`src/rtl/fazyrv_chunk_xfer.sv`:
```
// Word-to-chunk transfer sequencer: streams a 32-bit word LSB-chunk-first into a
// fazyrv_shftreg while capturing its old content. Optional read-only mode: FAZYRV_CHUNK_XFER_RD_EN.
module fazyrv_chunk_xfer #(
    parameter int CHUNKSIZE = 2
) (
    input  logic                 clk_i,
    input  logic                 rst_i,
    input  logic                 valid_i,
`ifdef FAZYRV_CHUNK_XFER_RD_EN
    input  logic                 we_i,
`endif
    output logic                 ready_o,
    input  logic [31:0]          wdata_i,
    output logic                 done_o,
    output logic [31:0]          rdata_o,
    output logic                 busy_o,
    output logic                 shft_o,
    output logic [CHUNKSIZE-1:0] dat_o,
    input  logic [CHUNKSIZE-1:0] dat_i
);

    localparam int N  = 32 / CHUNKSIZE;
    localparam int CW = (N > 1) ? $clog2(N) : 1;
    localparam logic [CW-1:0] LAST = CW'(N - 1);

    localparam logic [1:0] S_IDLE = 2'd0;
    localparam logic [1:0] S_XFER = 2'd1;
    localparam logic [1:0] S_DONE = 2'd2;

    logic [1:0]    state_q, state_d;
    logic [CW-1:0] cnt_q, cnt_d;
    logic [31:0]   wdata_q, wdata_d;
    logic [31:0]   rdata_q, rdata_d;
    logic [31:0]   rout_q, rout_d;

`ifdef FAZYRV_CHUNK_XFER_RD_EN
    logic we_q, we_d;
`endif

    always_comb begin
        state_d = state_q;
        cnt_d   = cnt_q;
        wdata_d = wdata_q;
        rdata_d = rdata_q;
        rout_d  = rout_q;
`ifdef FAZYRV_CHUNK_XFER_RD_EN
        we_d    = we_q;
`endif
        case (state_q)
            S_IDLE: begin
                if (valid_i) begin
                    wdata_d = wdata_i;
                    cnt_d   = '0;
                    state_d = S_XFER;
`ifdef FAZYRV_CHUNK_XFER_RD_EN
                    we_d    = we_i;
`endif
                end
            end
            S_XFER: begin
                rdata_d = {dat_i, rdata_q[31:CHUNKSIZE]};
                wdata_d = wdata_q >> CHUNKSIZE;
                cnt_d   = cnt_q + 1'b1;
                if (cnt_q == LAST) begin
                    state_d = S_DONE;
                    // rdata_o is a separate copy so it survives the next transfer's shifting
                    rout_d  = rdata_d;
                end
            end
            S_DONE:  state_d = S_IDLE;
            default: state_d = S_IDLE;
        endcase
    end

    always_ff @(posedge clk_i or posedge rst_i) begin
        if (rst_i) begin
            state_q <= S_IDLE;
            cnt_q   <= '0;
            wdata_q <= '0;
            rdata_q <= '0;
            rout_q  <= '0;
        end else begin
            state_q <= state_d;
            cnt_q   <= cnt_d;
            wdata_q <= wdata_d;
            rdata_q <= rdata_d;
            rout_q  <= rout_d;
        end
    end

`ifdef FAZYRV_CHUNK_XFER_RD_EN
    always_ff @(posedge clk_i or posedge rst_i) begin
        if (rst_i) we_q <= 1'b0;
        else       we_q <= we_d;
    end

    // Read-only transfers feed the register its own output so it rotates back intact
    assign dat_o = (state_q == S_XFER && !we_q) ? dat_i : wdata_q[CHUNKSIZE-1:0];
`else
    assign dat_o = wdata_q[CHUNKSIZE-1:0];
`endif

    assign ready_o = (state_q == S_IDLE);
    assign shft_o  = (state_q == S_XFER);
    assign done_o  = (state_q == S_DONE);
    assign busy_o  = (state_q == S_XFER) || (state_q == S_DONE);
    assign rdata_o = rout_q;

endmodule

```
`config.mk`:
```
export PLATFORM = sky130hd
export DESIGN_NAME = fazyrv_chunk_xfer
export DESIGN_NICKNAME = d
export VERILOG_FILES = /design/src/rtl/fazyrv_chunk_xfer.sv
export SDC_FILE = /design/constraint.sdc
export NUM_CORES = 1
export LEC_CHECK = 0
export CAP_MARGIN = 0
export CORE_ASPECT_RATIO = 1.5
export CORE_MARGIN = 2
export CORE_UTILIZATION = 49
export DETAILED_ROUTE_END_ITERATION = 8
export GPL_TIMING_DRIVEN = 0
export PLACE_DENSITY = 0.74
export SYNTH_ARGS = -nofsm -noshare
export SYNTH_HDL_FRONTEND = slang
export SYNTH_SLANG_ARGS = --single-unit
```
`constraint.sdc`:
```
create_clock -name clk_i -period 4.75 [get_ports clk_i]
set_input_delay 1.425 -clock clk_i [delete_from_list [all_inputs] [get_ports clk_i]]
set_output_delay 1.425 -clock clk_i [all_outputs]
set_load 0.005 [all_outputs]
```
==> flow_summary.yaml, run 1 <==
floorplanning:
  die_h_um: 117
  fp-row-count: 41
  start_util_pct: 50.0
  core_area_mm2: 0.00831
  io_pins: 75
  fp.dieW_um: 79.2
  die_area_mm2: 0.00926
clocking:
  htree_levels: 3
  cts_tree: "built"
  cts_resized: 0
  cts_buffers: 9
  path_clk_slew_ps: 60
  cts_root_buf: "clkbuf_16"
  clkLatencyLatePin_ps: 340
  cts_buffer_depth: 2
  cts-hold-fix-buffers: 0
  clkSinkCount: 100
  post-cts-setup-buffers: 0
critical_path:
  cp.arrival_ps: 1700
  r2r_end: "wdata_q[0]"
  critical_path.endpoint: "ready_o"
  reg2reg_slack_ps: 2910
  start_kind: "flop"
  critPathLaunch: "state_q[0]"
  critPathKind: "reg -> out"
  cp_slowest_cell: "clkdlybuf4s50_1"
  reg2reg_depth: 5
  crit_required_ps: 3320
  crit_path_end_kind: "output pin"
  r2r-start: "state_q[0]"
  crit_chain: "inv_1 > ha_1 > clkdlybuf4s50_1"
  worst-path-max-fanout: 4
  critPathMaxStageDelay_ps: 560
timing:
  finalHoldViolCount: 0
  setup_tns_ps: 0
  rsz0062_at_grt: "no"
  min_period_over_period_pct: 65.8
  max_freq_mhz: 320
  finalCriticalPeriod_ps: 3120
  slew_viol_final: 0
  max-slew-margin-rel_pct: 66.7
  setup_viol: 0
  worstMarginPinSlew_ps: 499
  finClkSkew_ps: 6.05
logic_synthesis:
  synth_top_family_by_area: "multiplexers"
  synthXorXnorAreaFrac_pct: 0
  synth_fa_ha_area_share_pct: 1.20
  netlist_top_cells_area: "dfrtp_1 60%, mux2_2 16%, mux2i_1 7.2%"
  synthTopCellsByCount: "100 x dfrtp_1, 60 x mux2_2, 38 x nand2_1, 33 x o21ai_0, 30 x mux2i_1"
  syn-cell-area_mm2: 0.00416
  yosysMostFrequentCell: "dfrtp_1"
  ys_seq_area_share_pct: 60.2
  synth.mux.area_fraction_pct: 24.7
  avgSynthCellArea_um2: 13.5
  synth_top_area_cell: "dfrtp_1"
  synth_edf_count: 0
  synth-compound-area-share_pct: 5.42
  yosys.area_share.simple_pct: 4.75
  synth_fp_nets: 349
  yosys_most_used_dff: "dfrtp_1"
  ys_types: 25
  syn_inst: 308
  synth_top_area_share_pct: 60.2
  ys_seq_elements: 100
  synthArstFlopShare_pct: 100
  synth_warnings: 0
detailed_routing:
  via_count: 2599
  ant_nets: 0
  drtIter0Drc: 163
  postRouteWirelength_mm: 7.61
  via_per_inst: 5.15
  detail_route.wl_per_cell_um: 15.1
  dr.pass1.iters: 4
  drc: 0
layout:
  multi_input_area_mm2: 0.00150
  area_delta_synth_final_pct: 28.7
  n_antenna_cell: 0
  final_area_mm2: 0.00535
  fillers: 657
  layout-drive-gt1-share_pct: 24.4
  regArea_mm2: 0.00250
  nets: 435
power_and_ir_drop:
  power_density_mw_per_mm2: 546
  ir_drop_v: 0.000271
  leakage_uw: 0.00246
  power_uw: 2920
global_route:
  grtUsageTotal_pct: 17.7
  grt_pass1_wl_mm: 12.6
  grt-ovfl-total: 0
  grt_max_degree: 63
  grt_pass1_vias: 2635
  antenna_found_initial: 0
placement:
  dp_hpwl_mm: 5.23
  placed_cell_area_mm2: 0.00506
  io_buffers: 74
  routabilityCongestion: 0.740
min_path:
  whs_path_depth: 2
  min_path_type: "reg -> reg"
  min_from: "wdata_q[15]"
run:
  maxCapViolCount: 0
outcome:
  outcome: "finished clean"
-- worst min path at each step --
stage                       end
CTS                 wdata_q[15]
finish              wdata_q[15]
floorplan           wdata_q[10]
global placement    wdata_q[22]
detailed placement  wdata_q[20]
global route        wdata_q[25]
-- through the flow --
| stage | hold WS (ps) | utilization (%) | instances | setup slack [ps] |
|---|---|---|---|---|
| floorplan | 450 | - | 308 | 706 |
| global placement | 462 | 60.6 | 489 | -758 |
| detailed placement | 471 | 60.9 | 490 | 1890 |
| CTS | 485 | 64.4 | 505 | 1600 |
| global route | 510 | 64.4 | 505 | 1540 |
| finish | 478 | 64.4 | 505 | 1630 |
-- state kept, by name, summed over array words and instances (netlist names) --
name	count
wdata_q	32
rdata_o	32
state_q	2
rdata_q	30
cnt_q	4
-- per-layer routing --
| metal | GRT usage [%] | share of wire, % | routed length (um) | vias up |
|---|---|---|---|---|
| li1 | - | - | - | 1244 |
| met1 | 22.5 | 44 | 3360 | 1296 |
| met2 | 28.5 | 50 | 3780 | 51 |
| met3 | 5.83 | 4.2 | 319 | 8 |
| met4 | 6.78 | 1.9 | 145 | 0 |
| met5 | 0 | 0 | 0 | - |
-- where the power goes --
part           internal (uW)  total (uW)  switching (uW)
sequential              1140        1310             174
combinational            487         914             427
clock                    409         696             287
total                   2030        2920             888
-- critical path: cells and delay by family, from the launching register on --
family	cells	cell delay [ps]
adders and majority gates	1	290
DFF	1	400
buffers and inverters	2	670
-- cells in the final DEF (no fill, tap or decap) --
| cell type | count |
|---|---|
| buf_6 | 1 |
| a21oi_1 | 3 |
| clkbuf_1 | 4 |
| clkbuf_8 | 7 |
| nand3_1 | 2 |
| buf_2 | 10 |
| nand3b_1 | 1 |
| inv_4 | 1 |
| nand4_4 | 1 |
| buf_16 | 1 |
| inv_1 | 4 |
| a311oi_1 | 1 |
| clkdlybuf4s50_1 | 74 |
| clkinv_2 | 1 |
| o21ai_0 | 33 |
| clkbuf_16 | 9 |
| mux2i_4 | 1 |
| ha_1 | 4 |
| dfrtp_1 | 100 |
| nand2b_1 | 2 |
| buf_4 | 3 |
| nand2_1 | 38 |
| a32o_1 | 1 |
| mux2_4 | 2 |
| o221ai_1 | 1 |
| a41oi_1 | 1 |
| nor2_1 | 1 |
| mux2i_1 | 30 |
| o32ai_1 | 1 |
| mux2_2 | 60 |
-- cell type report --
type | instances | area share [%]
clock inverter | 1 | 0.0935
sequential | 100 | 46.8
buffer | 20 | 2.55
clock buffer | 14 | 5.31
tap | 107 | 2.50
inverter | 5 | 0.397
multi-input combinational | 183 | 28.1
timing repair buffer | 75 | 14.4
-- kinds of logic after synthesis --
group | count (synthesis)
AO/OA/AOI/OAI | 41
flip-flops | 100
adder cells (fa/ha/maj) | 4
buffers and inverters | 25
AND/OR/NAND/NOR | 45
multiplexers | 93
Note: power is estimated with default switching activity, not from simulation.
==> inputs of run 2 (changes only) <==
==> constraint.sdc (replaced) <==
create_clock -name clk_i -period 3 [get_ports clk_i]
set_input_delay 0.9 -clock clk_i [delete_from_list [all_inputs] [get_ports clk_i]]
set_output_delay 0.9 -clock clk_i [all_outputs]
set_load 0.005 [all_outputs]
==> flow_summary.yaml, run 2 (same netlist as run 1, synthesis figures left out) <==
outcome:
  outcome: "finished clean"
power_and_ir_drop:
  switching_power_uw: 1440
  comb_power_share_pct: 30.6
  cellInternalPower_uw: 3330
  p_seq_share_pct: 43.5
  switching_share_pct: 30.2
  power_uw: 4770
  leakage_uw: 0.00247
  ir_drop_v: 0.000533
  pwr-share-clk_pct: 25.9
  power_density_mw_per_mm2: 882
min_path:
  min_path_type: "reg -> reg"
  whs_path_depth: 2
  min_from: "wdata_q[17]"
  hold_end: "wdata_q[17]"
timing:
  worstMarginPinSlew_ps: 706
  min_period_over_period_pct: 86.4
  slew_viol_final: 0
  setup_viol: 0
  fin_ws_ps: 407
  max_freq_mhz: 386
  finClkSkew_ps: 6.12
  max-slew-margin-rel_pct: 52.8
  setup_tns_ps: 0
  rsz0062_at_grt: "no"
  finalCriticalPeriod_ps: 2590
  finalHoldViolCount: 0
detailed_routing:
  detail_route.wl_per_cell_um: 15.2
  postRouteWirelength_mm: 7.72
  ant_nets: 0
  via_per_inst: 5.14
  via_count: 2604
  drc: 0
  drtIter0Drc: 174
  dr.pass1.iters: 4
global_route:
  grt_pass1_vias: 2727
  antenna_found_initial: 0
  grt_pass1_wl_mm: 13.0
  grt-ovfl-total: 0
  grtUsageTotal_pct: 18.3
  grt_max_degree: 39
critical_path:
  reg2reg_depth: 5
  cp.arrival_ps: 1690
  start_kind: "flop"
  worst-path-max-fanout: 4
  crit_path_end_kind: "output pin"
  crit_required_ps: 2100
  r2r_end: "wdata_q[2]"
  critPathKind: "reg -> out"
  r2r-start: "state_q[0]"
  reg2reg_slack_ps: 1160
floorplanning:
  die_h_um: 117
  start_util_pct: 50.0
  core_area_mm2: 0.00831
  fp.dieW_um: 79.2
  fp-row-count: 41
  die_area_mm2: 0.00926
  io_pins: 75
clocking:
  post-cts-setup-buffers: 0
  cts_tree: "built"
  htree_levels: 3
  cts_root_buf: "clkbuf_16"
  path_clk_slew_ps: 70
  cts_buffers: 9
  cts_buffer_depth: 2
  cts_resized: 0
  clkLatencyLatePin_ps: 340
  clkSinkCount: 100
  cts-hold-fix-buffers: 0
placement:
  dp_hpwl_mm: 5.43
  routabilityCongestion: 0.745
  placed_cell_area_mm2: 0.00508
  io_buffers: 74
  place_ws_ps: 659
layout:
  finish.utilization_pct: 65.0
  nets: 436
  area_delta_synth_final_pct: 29.9
  layout_commonest_cell: "dfrtp_1"
  n_antenna_cell: 0
  layout-drive-gt1-share_pct: 25.0
  final_area_mm2: 0.00540
  layout_common_cells: "100 x dfrtp_1, 74 x clkdlybuf4s50_1, 60 x mux2_2, 38 x nand2_1, 33 x o21ai_0"
  fillers: 668
run:
  maxCapViolCount: 0
## run 2: worst max path at each step
stage	from	endpoint	slack, ps
global placement	rst_i	rdata_o[3]	-80
CTS	state_q[0]	ready_o	390
finish	state_q[0]	ready_o	410
detailed placement	valid_i	wdata_q[0]	660
floorplan	rst_i	cnt_q[0]	910
global route	state_q[0]	ready_o	320
## run 2: per-stage QoR
| step | hold slack (ps) | std cells |
|---|---|---|
| after global placement | 462 | 489 |
| after CTS | 485 | 507 |
| after detailed placement | 470 | 491 |
| after floorplan | 450 | 308 |
| final | 480 | 507 |
| after global routing | 504 | 507 |
## run 2: layer usage
layer / global-route usage, % / vias up / share of wire, %
li1: - / 1244 / -
met1: 24.0 / 1300 / 43
met2: 29.1 / 50 / 51
met3: 4.60 / 10 / 4.3
met4: 8.39 / 0 / 1.9
met5: 0 / - / 0
## run 2: power groups by stage
stage          sequential [uW]  combinational (uW)  clock [uW]
5_1_grt                   2140                1640        1310
2_1_floorplan             2010                1120           0
6_report                  2070                1460        1230
3_3_place_gp              2080                1420           0
3_5_place_dp              2100                1480           0
4_1_cts                   2080                1480        1260
## run 2: final cells by class
class / instances / area, um2 / area share, %
inverters: 5 / 22.5 / 0.417
plain buffers: 20 / 136 / 2.52
well taps: 107 / 134 / 2.48
clock inverters: 6 / 87.6 / 1.62
multi-input cells: 183 / 1500 / 27.8
repair buffers: 76 / 781 / 14.4
clock buffers: 10 / 239 / 4.42
flip-flops and latches: 100 / 2500 / 46.3
## run 2: critical path, stage by stage (launching register included)
cell             delay (ps)
dfrtp_1                 400
inv_1                   120
ha_1                    290
clkdlybuf4s50_1         560
==> inputs of run 3 (changes only) <==
--- a/config.mk
+++ b/config.mk
@@ -10,8 +10,10 @@
 export CORE_MARGIN = 2
 export CORE_UTILIZATION = 49
 export DETAILED_ROUTE_END_ITERATION = 8
+export GPL_ROUTABILITY_DRIVEN = 0
 export GPL_TIMING_DRIVEN = 0
 export PLACE_DENSITY = 0.74
+export RECOVER_POWER = 100
 export SYNTH_ARGS = -nofsm -noshare
 export SYNTH_HDL_FRONTEND = slang
 export SYNTH_SLANG_ARGS = --single-unit
==> flow_summary.yaml, run 3 (same netlist as run 1, synthesis figures left out) <==
outcome:
  outcome: "finished clean"
critical_path:
  crit_path_end_kind: "output pin"
  start_kind: "flop"
  critPathKind: "reg -> out"
  critPathLaunch: "state_q[0]"
  crit_required_ps: 2100
  cp.arrival_ps: 1750
  critical_path.endpoint: "ready_o"
  reg2reg_slack_ps: 660
  r2r_end: "rdata_o[23]"
  reg2reg_depth: 6
  worst-path-max-fanout: 4
  r2r-start: "state_q[1]"
layout:
  layout-drive-gt1-share_pct: 21.5
  area_delta_synth_final_pct: 28.3
  nets: 436
  layout_common_cells: "100 x dfrtp_1, 60 x mux2_2, 39 x dlygate4sd3_1, 38 x nand2_1, 35 x clkdlybuf4s50_1"
  instances_no_fill: 507
  fillers: 678
  n_antenna_cell: 0
  finish.utilization_pct: 64.2
  layout_commonest_cell: "dfrtp_1"
floorplanning:
  fp.dieW_um: 79.2
  core_area_mm2: 0.00831
  die_area_mm2: 0.00926
  start_util_pct: 50.0
  die_h_um: 117
  io_pins: 75
  fp-row-count: 41
clocking:
  htree_levels: 3
  path_clk_slew_ps: 70
  post-cts-setup-buffers: 0
  clkLatencyLatePin_ps: 340
  clkSinkCount: 100
  cts_resized: 0
  cts_root_buf: "clkbuf_16"
  cts_buffer_depth: 2
  cts_buffers: 9
  cts-hold-fix-buffers: 0
  cts_tree: "built"
global_route:
  grt_pass1_vias: 2727
  grt_max_degree: 39
  grt_pass1_wl_mm: 13.0
  grtUsageTotal_pct: 18.3
  grt-ovfl-total: 0
  antenna_found_initial: 0
power_and_ir_drop:
  power_density_mw_per_mm2: 885
  ir_drop_v: 0.000535
  leakage_uw: 0.00253
run:
  maxCapViolCount: 0
placement:
  dp_hpwl_mm: 5.43
  io_buffers: 74
  dp.cells: 491
detailed_routing:
  ant_nets: 0
  via_per_inst: 5.09
  drtIter0Drc: 159
  detail_route.wl_per_cell_um: 15.2
  drc: 0
  dr.pass1.iters: 4
  via_count: 2579
  postRouteWirelength_mm: 7.71
timing:
  slew_viol_final: 0
  setup_viol: 0
  finalHoldViolCount: 0
  finalCriticalPeriod_ps: 2650
  min_period_over_period_pct: 88.3
  rsz0062_at_grt: "no"
  whs_ps: 480
  max_freq_mhz: 378
  finClkSkew_ps: 4.88
  worstMarginPinSlew_ps: 1440
  max-slew-margin-rel_pct: 3.38
min_path:
  min_from: "wdata_q[17]"
  min_path_type: "reg -> reg"
[run 3: cell types whose count changed in the layout (fill, tap and decap cells not counted), sizes merged]
cell           delta
dlygate4sd3      +39
buf               -8
clkdlybuf4s50    -39
clkbuf            +8
[run 3: cell type report]
class / instances / area (um2) / share of cell area [%]
Inverter: 5 / 20.0 / 0.375
Clock buffer: 10 / 239 / 4.48
Sequential cell: 100 / 2500 / 46.9
Clock inverter: 6 / 87.6 / 1.64
Tap cell: 107 / 134 / 2.51
Timing Repair Buffer: 76 / 781 / 14.6
Buffer: 20 / 93.8 / 1.76
Multi-Input combinational cell: 183 / 1480 / 27.7
[run 3: how the worst min path moves through the flow]
stage | cells past startpoint | end | slack, ps
2_1_floorplan | 2 | wdata_q[10] | 450
3_3_place_gp | 2 | wdata_q[14] | 460
3_5_place_dp | 2 | wdata_q[17] | 470
4_1_cts | 2 | wdata_q[17] | 480
5_1_grt | 2 | wdata_q[24] | 500
6_report | 2 | wdata_q[17] | 480
[run 3: routing by layer]
| layer | vias to the layer above | track usage [%] | part of all wire, % |
|---|---|---|---|
| met5 | - | 0 | 0 |
| met2 | 50 | 29.1 | 51 |
| met3 | 8 | 4.60 | 4.2 |
| met1 | 1281 | 24.0 | 44 |
| met4 | 0 | 8.39 | 1.6 |
| li1 | 1240 | - | - |
[run 3: worst max-delay path: stages (launching register included)]
cell and delay [ps]:
dfrtp_1 400, inv_1 120, ha_1 280, dlygate4sd3_1 610
[run 3: through the flow]
stage	power [uW]	area [um2]	setup TNS [ps]	setup slack, ps
after global routing	5040	5340	0	270
after detailed placement	3580	5080	0	659
after floorplan	3130	4160	0	910
final	4720	5340	0	351
after CTS	4820	5400	0	394
after global placement	3500	5040	-7490	-83.2
[run 3: report_power, final]
| part | switching [uW] | internal [uW] |
|---|---|---|
| Combinational | 680 | 740 |
| Clock | 480 | 751 |
| Sequential | 271 | 1800 |
